===== config.mk =====
export PLATFORM = sky130hd
export DESIGN_NAME = instr_fetch_decode
export DESIGN_NICKNAME = d
export VERILOG_FILES = /design/src/rtl/j17_pkg.sv /design/src/rtl/j17_decode.sv /design/src/rtl/instr_fetch_decode.sv
export SDC_FILE = /design/constraint.sdc
export NUM_CORES = 1
export LEC_CHECK = 0
export CAP_MARGIN = 10
export CORE_UTILIZATION = 45
export DETAILED_ROUTE_END_ITERATION = 6
export DONT_BUFFER_PORTS = 1
export SYNTH_ARGS = -nofsm -noshare
export SYNTH_HDL_FRONTEND = slang
export SYNTH_SLANG_ARGS = --single-unit

===== constraint.sdc =====
create_clock -name clock -period 2.9 [get_ports clock]
set_input_delay 0.145 -clock clock [delete_from_list [all_inputs] [get_ports clock]]
set_output_delay 0.145 -clock clock [all_outputs]
set_load 0.01 [all_outputs]

===== src/rtl/j17_pkg.sv =====
// j17_pkg: shared definitions for the J17 fetch/decode front end.
//   - Opcode boundaries of the 5-bit opc field.
//   - pcControl and alucode code points.
//   - Fetch FSM state encoding.
//   - Packed bundle of the decoded control fields handed to the DP.
//   - Helper that flags opcodes with no defined meaning.
package j17_pkg;

    localparam logic [4:0] OPC_ALU_MAX = 5'd11;  // opc 0..11 are ALU ops, alucode = opc
    localparam logic [4:0] OPC_MOV     = 5'd12;
    localparam logic [4:0] OPC_BR_BASE = 5'd16;  // first branch/jump opcode
    localparam logic [4:0] OPC_BR_MAX  = 5'd22;  // last branch/jump opcode
    localparam logic [4:0] OPC_NOP     = 5'd23;

    // Branch opcodes map onto pcControl = opc - 15, i.e. 1..7.
    localparam logic [4:0] OPC_BR_OFFSET = 5'd15;

    localparam logic [2:0] PC_SEQ      = 3'd0;   // fall through to PC+1
    localparam logic [2:0] PC_BR_FIRST = 3'd1;
    localparam logic [2:0] PC_BR_LAST  = 3'd7;

    localparam logic [4:0] ALU_NONE = 5'd0;
    localparam logic [4:0] ALU_ADD  = 5'd1;

    typedef enum logic [2:0] {
        ST_IDLE  = 3'd0,
        ST_REQ   = 3'd1,
        ST_WAIT  = 3'd2,
        ST_ISSUE = 3'd3,
        ST_HALT  = 3'd4
    } fd_state_t;

    typedef struct packed {
        logic [4:0]  alucode;
        logic [2:0]  op1;
        logic [20:0] op2;
        logic        im_control;
        logic        flag;
        logic        flag1;
        logic [2:0]  pc_control;
        logic        writecode;
        logic        regenable;
        logic [1:0]  ramenable;
        logic [1:0]  stack_select;
    } ctrl_t;

    // opc 13..15 and 24..31 have no defined meaning.
    function automatic logic opc_is_illegal(input logic [4:0] opc);
        return ((opc > OPC_MOV) && (opc < OPC_BR_BASE)) || (opc > OPC_NOP);
    endfunction

endpackage


===== src/rtl/j17_decode.sv =====
// j17_decode: purely combinational instruction word -> DP control fields.
//   Word layout: [31:27] opc, [26] imControl, [25] flag, [24] flag1,
//                [23:21] op1, [20:0] op2.
//   Operand and flag bits pass straight through; opc selects alucode,
//   pcControl, writecode and regenable. NOP and illegal opcodes leave all
//   of those at zero, so an illegal opcode behaves exactly like a NOP.
// Ports:
//   word     in   32  fetched instruction word
//   illegal  out  1   opc is undefined (only with FD_ILLEGAL_TRAP_EN)
//   ctrl     out  ctrl_t  decoded control fields
// Build option: FD_ILLEGAL_TRAP_EN adds the illegal output.
module j17_decode
    import j17_pkg::*;
(
    input  logic [31:0] word,
`ifdef FD_ILLEGAL_TRAP_EN
    output logic        illegal,
`endif
    output ctrl_t       ctrl
);

    logic [4:0] opc;
    assign opc = word[31:27];

    always_comb begin
        ctrl              = '0;
        ctrl.im_control   = word[26];
        ctrl.flag         = word[25];
        ctrl.flag1        = word[24];
        ctrl.op1          = word[23:21];
        ctrl.op2          = word[20:0];
        ctrl.ramenable    = {word[24], word[25]};
        ctrl.stack_select = 2'b00;
        ctrl.pc_control   = PC_SEQ;
        ctrl.alucode      = ALU_NONE;

        if (opc <= OPC_ALU_MAX) begin
            ctrl.alucode   = opc;
            ctrl.regenable = 1'b1;
        end else if (opc == OPC_MOV) begin
            ctrl.writecode = 1'b1;
            ctrl.regenable = 1'b1;
        end else if ((opc >= OPC_BR_BASE) && (opc <= OPC_BR_MAX)) begin
            ctrl.pc_control = 3'(opc - OPC_BR_OFFSET);
        end
    end

`ifdef FD_ILLEGAL_TRAP_EN
    assign illegal = opc_is_illegal(opc);
`endif

endmodule


===== src/rtl/instr_fetch_decode.sv =====
// instr_fetch_decode: J17 front end. Fetches the word at the DP's PC over
// a req/ack handshake, decodes it and offers it to the DP over a
// valid/ready handshake, one instruction at a time.
//
//   state  | meaning
//   IDLE   | out of reset, starts fetching next cycle
//   REQ    | imem_req raised, address just sampled from pc_in
//   WAIT   | waiting for imem_ack, timeout counter running
//   ISSUE  | decoded fields valid, waiting for issue_ready
//   HALT   | illegal opcode trapped, parked until reset (trap build only)
//
// Ports:
//   clock, reset_n          clock, async active-low reset
//   pc_in                   current PC from DP
//   imem_req/addr/ack/data  instruction memory handshake
//   issue_valid/ready       issue handshake to DP
//   alucode..stackSelect    registered decoded control fields
//   retry_cnt               saturating count of ack timeouts
//   illegal                 high in HALT (only with FD_ILLEGAL_TRAP_EN)
// Build option: FD_ILLEGAL_TRAP_EN traps illegal opcodes instead of
// issuing them as NOPs.
module instr_fetch_decode
    import j17_pkg::*;
#(
    parameter int IADDR_W     = 10,
    parameter int ACK_TIMEOUT = 15
) (
    input  logic               clock,
    input  logic               reset_n,
    input  logic [31:0]        pc_in,
    output logic               imem_req,
    output logic [IADDR_W-1:0] imem_addr,
    input  logic               imem_ack,
    input  logic [31:0]        imem_data,
    output logic               issue_valid,
    input  logic               issue_ready,
    output logic [4:0]         alucode,
    output logic [2:0]         op1,
    output logic [20:0]        op2,
    output logic               imControl,
    output logic               flag,
    output logic               flag1,
    output logic [2:0]         pcControl,
    output logic               writecode,
    output logic               regenable,
    output logic [1:0]         ramenable,
    output logic [1:0]         stackSelect,
`ifdef FD_ILLEGAL_TRAP_EN
    output logic               illegal,
`endif
    output logic [7:0]         retry_cnt
);

    // Counter is loaded on entry to WAIT and times out at zero, giving
    // exactly ACK_TIMEOUT cycles in WAIT.
    localparam logic [7:0] TO_LOAD = 8'(ACK_TIMEOUT - 1);

    fd_state_t  state;
    logic [7:0] wait_cnt;
    ctrl_t      ctrl_q;
    ctrl_t      dec_ctrl;
    logic       trap_hit;

`ifdef FD_ILLEGAL_TRAP_EN
    logic dec_illegal;

    j17_decode u_decode (
        .word    (imem_data),
        .illegal (dec_illegal),
        .ctrl    (dec_ctrl)
    );

    assign trap_hit = dec_illegal;
    assign illegal  = (state == ST_HALT);
`else
    j17_decode u_decode (
        .word (imem_data),
        .ctrl (dec_ctrl)
    );

    assign trap_hit = 1'b0;
`endif

    always_ff @(posedge clock or negedge reset_n) begin
        if (!reset_n) begin
            state       <= ST_IDLE;
            imem_req    <= 1'b0;
            imem_addr   <= '0;
            issue_valid <= 1'b0;
            wait_cnt    <= '0;
            retry_cnt   <= '0;
            ctrl_q      <= '0;
        end else begin
            case (state)
                ST_IDLE: begin
                    state     <= ST_REQ;
                    imem_req  <= 1'b1;
                    imem_addr <= pc_in[IADDR_W-1:0];
                end

                // An ack here is ignored: memory is only listened to in WAIT.
                ST_REQ: begin
                    state    <= ST_WAIT;
                    wait_cnt <= TO_LOAD;
                end

                // Ack is tested before the timeout so it wins a tie.
                ST_WAIT: begin
                    if (imem_ack) begin
                        imem_req <= 1'b0;
                        if (trap_hit) begin
                            state <= ST_HALT;
                        end else begin
                            state       <= ST_ISSUE;
                            issue_valid <= 1'b1;
                            ctrl_q      <= dec_ctrl;
                        end
                    end else if (wait_cnt == 8'd0) begin
                        state     <= ST_REQ;
                        imem_addr <= pc_in[IADDR_W-1:0];
                        if (retry_cnt != 8'hFF) begin
                            retry_cnt <= retry_cnt + 8'd1;
                        end
                    end else begin
                        wait_cnt <= wait_cnt - 8'd1;
                    end
                end

                // DP has advanced its PC by the time it accepts, so re-sample.
                ST_ISSUE: begin
                    if (issue_ready) begin
                        state       <= ST_REQ;
                        issue_valid <= 1'b0;
                        imem_req    <= 1'b1;
                        imem_addr   <= pc_in[IADDR_W-1:0];
                    end
                end

                ST_HALT: begin
                    state       <= ST_HALT;
                    imem_req    <= 1'b0;
                    issue_valid <= 1'b0;
                end

                default: begin
                    state       <= ST_IDLE;
                    imem_req    <= 1'b0;
                    issue_valid <= 1'b0;
                end
            endcase
        end
    end

    assign alucode     = ctrl_q.alucode;
    assign op1         = ctrl_q.op1;
    assign op2         = ctrl_q.op2;
    assign imControl   = ctrl_q.im_control;
    assign flag        = ctrl_q.flag;
    assign flag1       = ctrl_q.flag1;
    assign pcControl   = ctrl_q.pc_control;
    assign writecode   = ctrl_q.writecode;
    assign regenable   = ctrl_q.regenable;
    assign ramenable   = ctrl_q.ramenable;
    assign stackSelect = ctrl_q.stack_select;

endmodule


### After elaboration in Yosys (flattened, before gate mapping)

Cells that the tools add are included.

| storage, ports and cells | value |
|---|---|
| register bits | 70 |
| output and inout port bits | 61 |
| input port bits | 68 |

| cells by class | value |
|---|---|
| bitwise logic cells | 3 |
| reduce and logical (&&, ||, !) cells | 13 |
| add/sub/neg operators | 3 |
| equal/unequal tests | 12 |
| magnitude comparators | 3 |
| mux-type cells | 23 |

Operators by type and width:

| operator | number |
|---|---|
| two-way mux 10 bit | 3 |
| one-hot mux 10 bit (3 select lines) | 1 |
| two-way mux 8 bit | 2 |
| one-hot mux 8 bit (2 select lines) | 1 |
| two-way mux 3 bit | 5 |
| one-hot mux 3 bit (5 select lines) | 1 |
| != test 2 bit (second input constant) | 5 |
| AND reduction 3 bit | 3 |
| adder 8 x 1 -> 8 bit (second input constant) | 1 |
| logical NOT 8 bit | 1 |
| != test 8 bit (second input constant) | 1 |
| AND reduction 4 bit | 2 |
| subtractor 8 x 1 -> 8 bit (second input constant) | 1 |
| == test 3 x 2 -> 1 bit (second input constant) | 2 |
| == test 5 x 4 -> 1 bit (second input constant) | 1 |
| greater-or-equal comparator 5 bit (second input constant) | 1 |
| less-or-equal comparator 5 x 4 -> 1 bit (second input constant) | 1 |
| less-or-equal comparator 5 bit (second input constant) | 1 |
| two-way mux 1 bit | 5 |
| two-way mux 5 bit | 1 |
| two-way mux 4 bit | 1 |
| one-hot mux 1 bit (4 select lines) | 1 |
| AND reduction 2 bit | 2 |
| == test 3 x 1 -> 1 bit (second input constant) | 1 |
| other kinds (11) | 13 |

### Logic depth before layout (Yosys ltp)

| logic depth | value |
|---|---|
| word-level depth | 5 |
| depth in mapped cells | 7 |

### By module

Synthesis repeated with hierarchy kept, for this count alone.

| unflattened totals | value |
|---|---|
| cell total of the unflattened synthesis | 266 |
| area, all modules | 3384.5 um^2 |

Modules (own cells, without submodules):

| module | sequential area each (um^2) | times used | area an instance (um^2) | cells each |
|---|---|---|---|---|
| instr_fetch_decode | 1801.7 | 1 | 2972.9 | 209 |
| j17_decode | 0.0 | 1 | 411.6 | 57 |

### Least setup slack after synthesis

No wires, ideal clock.

| path | value |
|---|---|
| kind | flip-flop to flip-flop |
| from | reg wait_cnt[0] |
| to | reg imem_addr[0] |
| cell stages (with the launch flop) | 8 |
| clock period less this slack | 1920 ps |
| arrival | 1795 ps |
| library setup time | 125 ps |
| slack | 980 ps |
| path buffers | 1 |
| required time | 2775 ps |
| cell sequence | dfrtp_1 -> inv_1 -> ha_1 -> nor3b_2 -> nand2_2 -> a311o_1 -> buf_6 -> mux2_4 |

| between the ends | value |
|---|---|
| cells in the longest elaborated chain, start to end | 3 |

Ends and longest elaborated chain:

| element | line | source |
|---|---|---|
| start, declared | instr_fetch_decode.sv:59 | `logic [7:0] wait_cnt;` |
| start signal, assigned | instr_fetch_decode.sv:125 | `wait_cnt <= wait_cnt - 8'd1;` |
| logical NOT 8 bit | instr_fetch_decode.sv:118 | `end else if (wait_cnt == 8'd0) begin` |
| != test 2 bit (no source line) | n/a |  |
| AND reduction 4 bit (no source line) | n/a |  |
| end signal, assigned | instr_fetch_decode.sv:98 | `imem_addr <= pc_in[IADDR_W-1:0];` |
| end signal, assigned | instr_fetch_decode.sv:120 | `imem_addr <= pc_in[IADDR_W-1:0];` |
| end signal, assigned | instr_fetch_decode.sv:135 | `imem_addr <= pc_in[IADDR_W-1:0];` |
| end, declared | instr_fetch_decode.sv:32 | `output logic [IADDR_W-1:0] imem_addr,` |

Every way passes these cells.
A chain may end at the register's enable or synchronous reset.

### Worst setup path in the final report

| path | value |
|---|---|
| from | reg wait_cnt[0] |
| to | reg imem_addr[7] |

The elaborated chain is that of the path after synthesis.

==> out/results.tsv <==
stage	metric	value	unit
finish	seqCellArea	1700	sq um
finish	drive_gt1_frac	0.114	
logic_synthesis	synth_cell_types	48	
detailed_routing	vias_per_cell	5.25	
sta	setup_viol	0	
finish	fill_cells	547	
finish	diodes	0	
sta	rsz0062_at_grt	false	
placed_design	hpwl	3.95	mm
sta	finalCritPeriodShare	0.765	
sta	layout_min_cycle_time	2.22	ns
die	die_h	83.9	um
die	core_area	6420	sq um
detailed_routing	postRouteAntennaNets	0	
logic_synthesis	ys_warn_count	0	
finish	final_nets	411	
grt	grt_pass1_wl	10.7	mm
setup_path	critPathCaptureType	register	
logic_synthesis	synth.area.top_cells	dfrtp_1 (56%), nand2_1 (12%), mux2_4 (5.0%)	
grt	grtUsageTotal	0.195	
grt	grt_pass1_vias	2289	
clock_tree	cts_root_buf	clkbuf_8	
power_and_ir_drop	finalPower	0.00341	W
logic_synthesis	yosysTopAreaCellShare	0.564	
clock_tree	clkLatencyLatePin	0.34	ns
setup_path	startpoint_type	register	
clock_tree	clkSlewWorstSetupHoldPaths	0.07	ns
detailed_routing	drc	14	
die	io_pins	129	
grt	grtUsageMet3	0.0613	
setup_path	path_buf_inv	1	
setup_path	setup.worst_path.class	register to register	
setup_path	crit_path_cell_trace	inv_1 > ha_1 > nor3b_2 > nand2_2 > a311o_1 > mux2_4	
die	fp.dieArea	7040	sq um
sta	relSlewSlack	0.490	
clock_tree	cts_max_level	3	
finish	multi_input_area	1200	sq um
logic_synthesis	async_reset_ff_frac	1.00	
placed_design	place_ws	0.667	ns
clock_tree	cts_sinks	68	
sta	timing.final.ws_setup	0.681	ns
sta	fin_setup_tns	0	ns
detailed_routing	detail_route.wl_per_cell	15.4	um
setup_path	arrival	2.44	ns
die	die_w	83.9	um
clock_tree	cts_tree	built	
die	initial_core_util	0.470	
finish	final_cells	418	
detailed_routing	drt_pass1_iterations	6	
placed_design	place_congestion	0.749	
clock_tree	cts_setup_buffers	0	
power_and_ir_drop	ir_drop	0.452	mV
clock_tree	cts_made_buffers	9	
logic_synthesis	syn_avg_cell_area	10.3	sq um
detailed_routing	first_iter_violations	98	
detailed_routing	vias	2193	
grt	grt_start_max_net_pins	69	
power_and_ir_drop	leakage	1.80	nW
sta	finalHoldViolations	0	
placed_design	dp_cells	360	
logic_synthesis	syn_area	3020	sq um
worst_hold_path	min_path_type	input pin to register	
sta	drv_slew	0	
detailed_routing	drt_wl_total	6.43	mm
grt	grt_most_used_layer	met2	
grt	antenna_found_initial	0	
grt	met1_usage	0.228	
placed_design	io_buffers	0	
logic_synthesis	synth-seq-cells	68	
logic_synthesis	synthCells	293	
setup_path	slowest_delay	0.60	ns
die	rows	29	
logic_synthesis	synth_ff_type	dfrtp_1	
setup_path	crit_slowest_cell	a311o_1	
status	violations	DRC	
finish	synthToLayoutAreaGrowth	23.9	%
finish	final_core_util	0.582	
finish	final_common_cell	nand2_1	
status	status	finished, violations left	
setup_path	crit_required	3.12	ns
setup_path	cp_max_fo	10	
clock_tree	clockBufferDepth	2	
logic_synthesis	synth-seq-area-share	0.564	
sta	timing.fmax	0.451	GHz
power_and_ir_drop	p_per_area	911	nW/um^2
grt	met2_usage	0.327	
sta	tightest_slew	0.765	ns
flow_run	maxCapViolations	0	
clock_tree	post_cts_resized	0	
finish	final_cell_mix	nand2_1 (96), dfrtp_1 (68), dlygate4sd3_1 (42), inv_1 (11)	
setup_path	crit_family	compound AO/OA/AOI/OAI gates	
logic_synthesis	synth_edf_count	0	
sta	finClkSkew	0.0100	ns
logic_synthesis	yosysTopAreaCell	dfrtp_1	
grt	grt-ovfl-total	0	
stage by stage:
| step | area, sq um | hold WS, ns |
|---|---|---|
| global route | 3740 | 0.0364 |
| CTS | 3740 | 0.0123 |
| finish | 3740 | 0.0237 |
| global placement | 3070 | -0.148 |
| floorplan | 3020 | -0.151 |
| detailed placement | 3070 | -0.148 |
registers in the layout (all words and copies together), names as in the netlist, 3 cells and up:
name	flops
wait_cnt	8
imem_addr	10
op1	3
op2	21
retry_cnt	8
state	3
alucode	5
pcControl	3
worst reg2reg max path, stage by stage (launching register included):
cell and delay (ns):
dfrtp_1 0.42, inv_1 0.10, ha_1 0.16, nor3b_2 0.33, nand2_2 0.09, a311o_1 0.60, mux2_4 0.40
where the power goes:
| group | switching (W) | internal [W] | leakage [nW] | total, W |
|---|---|---|---|---|
| clock | 0.000358 | 0.000507 | 0.109 | 0.000866 |
| sequential | 0.000435 | 0.00128 | 0.849 | 0.00172 |
| combinational | 0.000410 | 0.000415 | 0.837 | 0.000825 |
kinds of logic (layout without fill, tap and decap cells):
| group | Yosys count | in the layout | synth area share |
|---|---|---|---|
| DFF | 68 | 68 | 0.564 |
| muxes | 13 | 13 | 0.0605 |
| adders and majority gates | 6 | 6 | 0.0249 |
| buffers and inverters | 26 | 73 | 0.0402 |
| and+or+nand+nor | 138 | 138 | 0.211 |
| xor gates and xnor gates | 8 | 8 | 0.0232 |
| other | 1 | 2 | 0.00124 |
| AOI/OAI and AO/OA | 33 | 33 | 0.0754 |
synthesized netlist by cell type (all sizes together), types with 2 or more instances:
master / number
a21oi: 6
a311o: 2
a31oi: 4
and2: 2
buf: 6
clkbuf: 9
dfrtp: 68
ha: 6
inv: 11
mux2: 12
nand2: 97
nand3: 5
nand4: 4
nor2: 10
nor3: 7
nor3b: 2
nor4: 3
o21ai: 6
o311ai: 2
o31ai: 3
o41ai: 2
or3b: 2
xnor2: 2
xor2: 6
area by class of cell:
type                       instances  area share
timing repair buffer              47       0.128
clock inverter                     5      0.0228
multi-input combinational        200       0.321
sequential                        68       0.455
clock buffer                      10      0.0368
tap                               77      0.0258
inverter                          11      0.0110
layer usage:
| metal | vias to the layer above | share of wire |
|---|---|---|
| met5 | - | 0 |
| met4 | 0 | 0.0093 |
| met3 | 4 | 0.076 |
| met2 | 79 | 0.49 |
| met1 | 1054 | 0.42 |
| li1 | 1056 | - |
path summary, 6_finish.rpt:
check | from | endpoint | slack [ns] | cells after the start
min reg2reg | op2[18] | op2[18] | 0.55 | 2
max | wait_cnt[0] | imem_addr[7] | 0.68 | 6
min | imem_data[29] | regenable | 0.02 | 2
min in group asynchronous | reset_n | ramenable[0] | 0.35 | 2
max reg2reg | wait_cnt[0] | imem_addr[7] | 0.68 | 6
max in group asynchronous | reset_n | wait_cnt[1] | 2.26 | 2
timing repair:
action	4_1_cts	5_1_grt
setup endpoints to repair	0	0
endpoints found under the hold margin	109	0
hold buffers	43	0
Note: power is estimated with default switching activity, not from simulation.
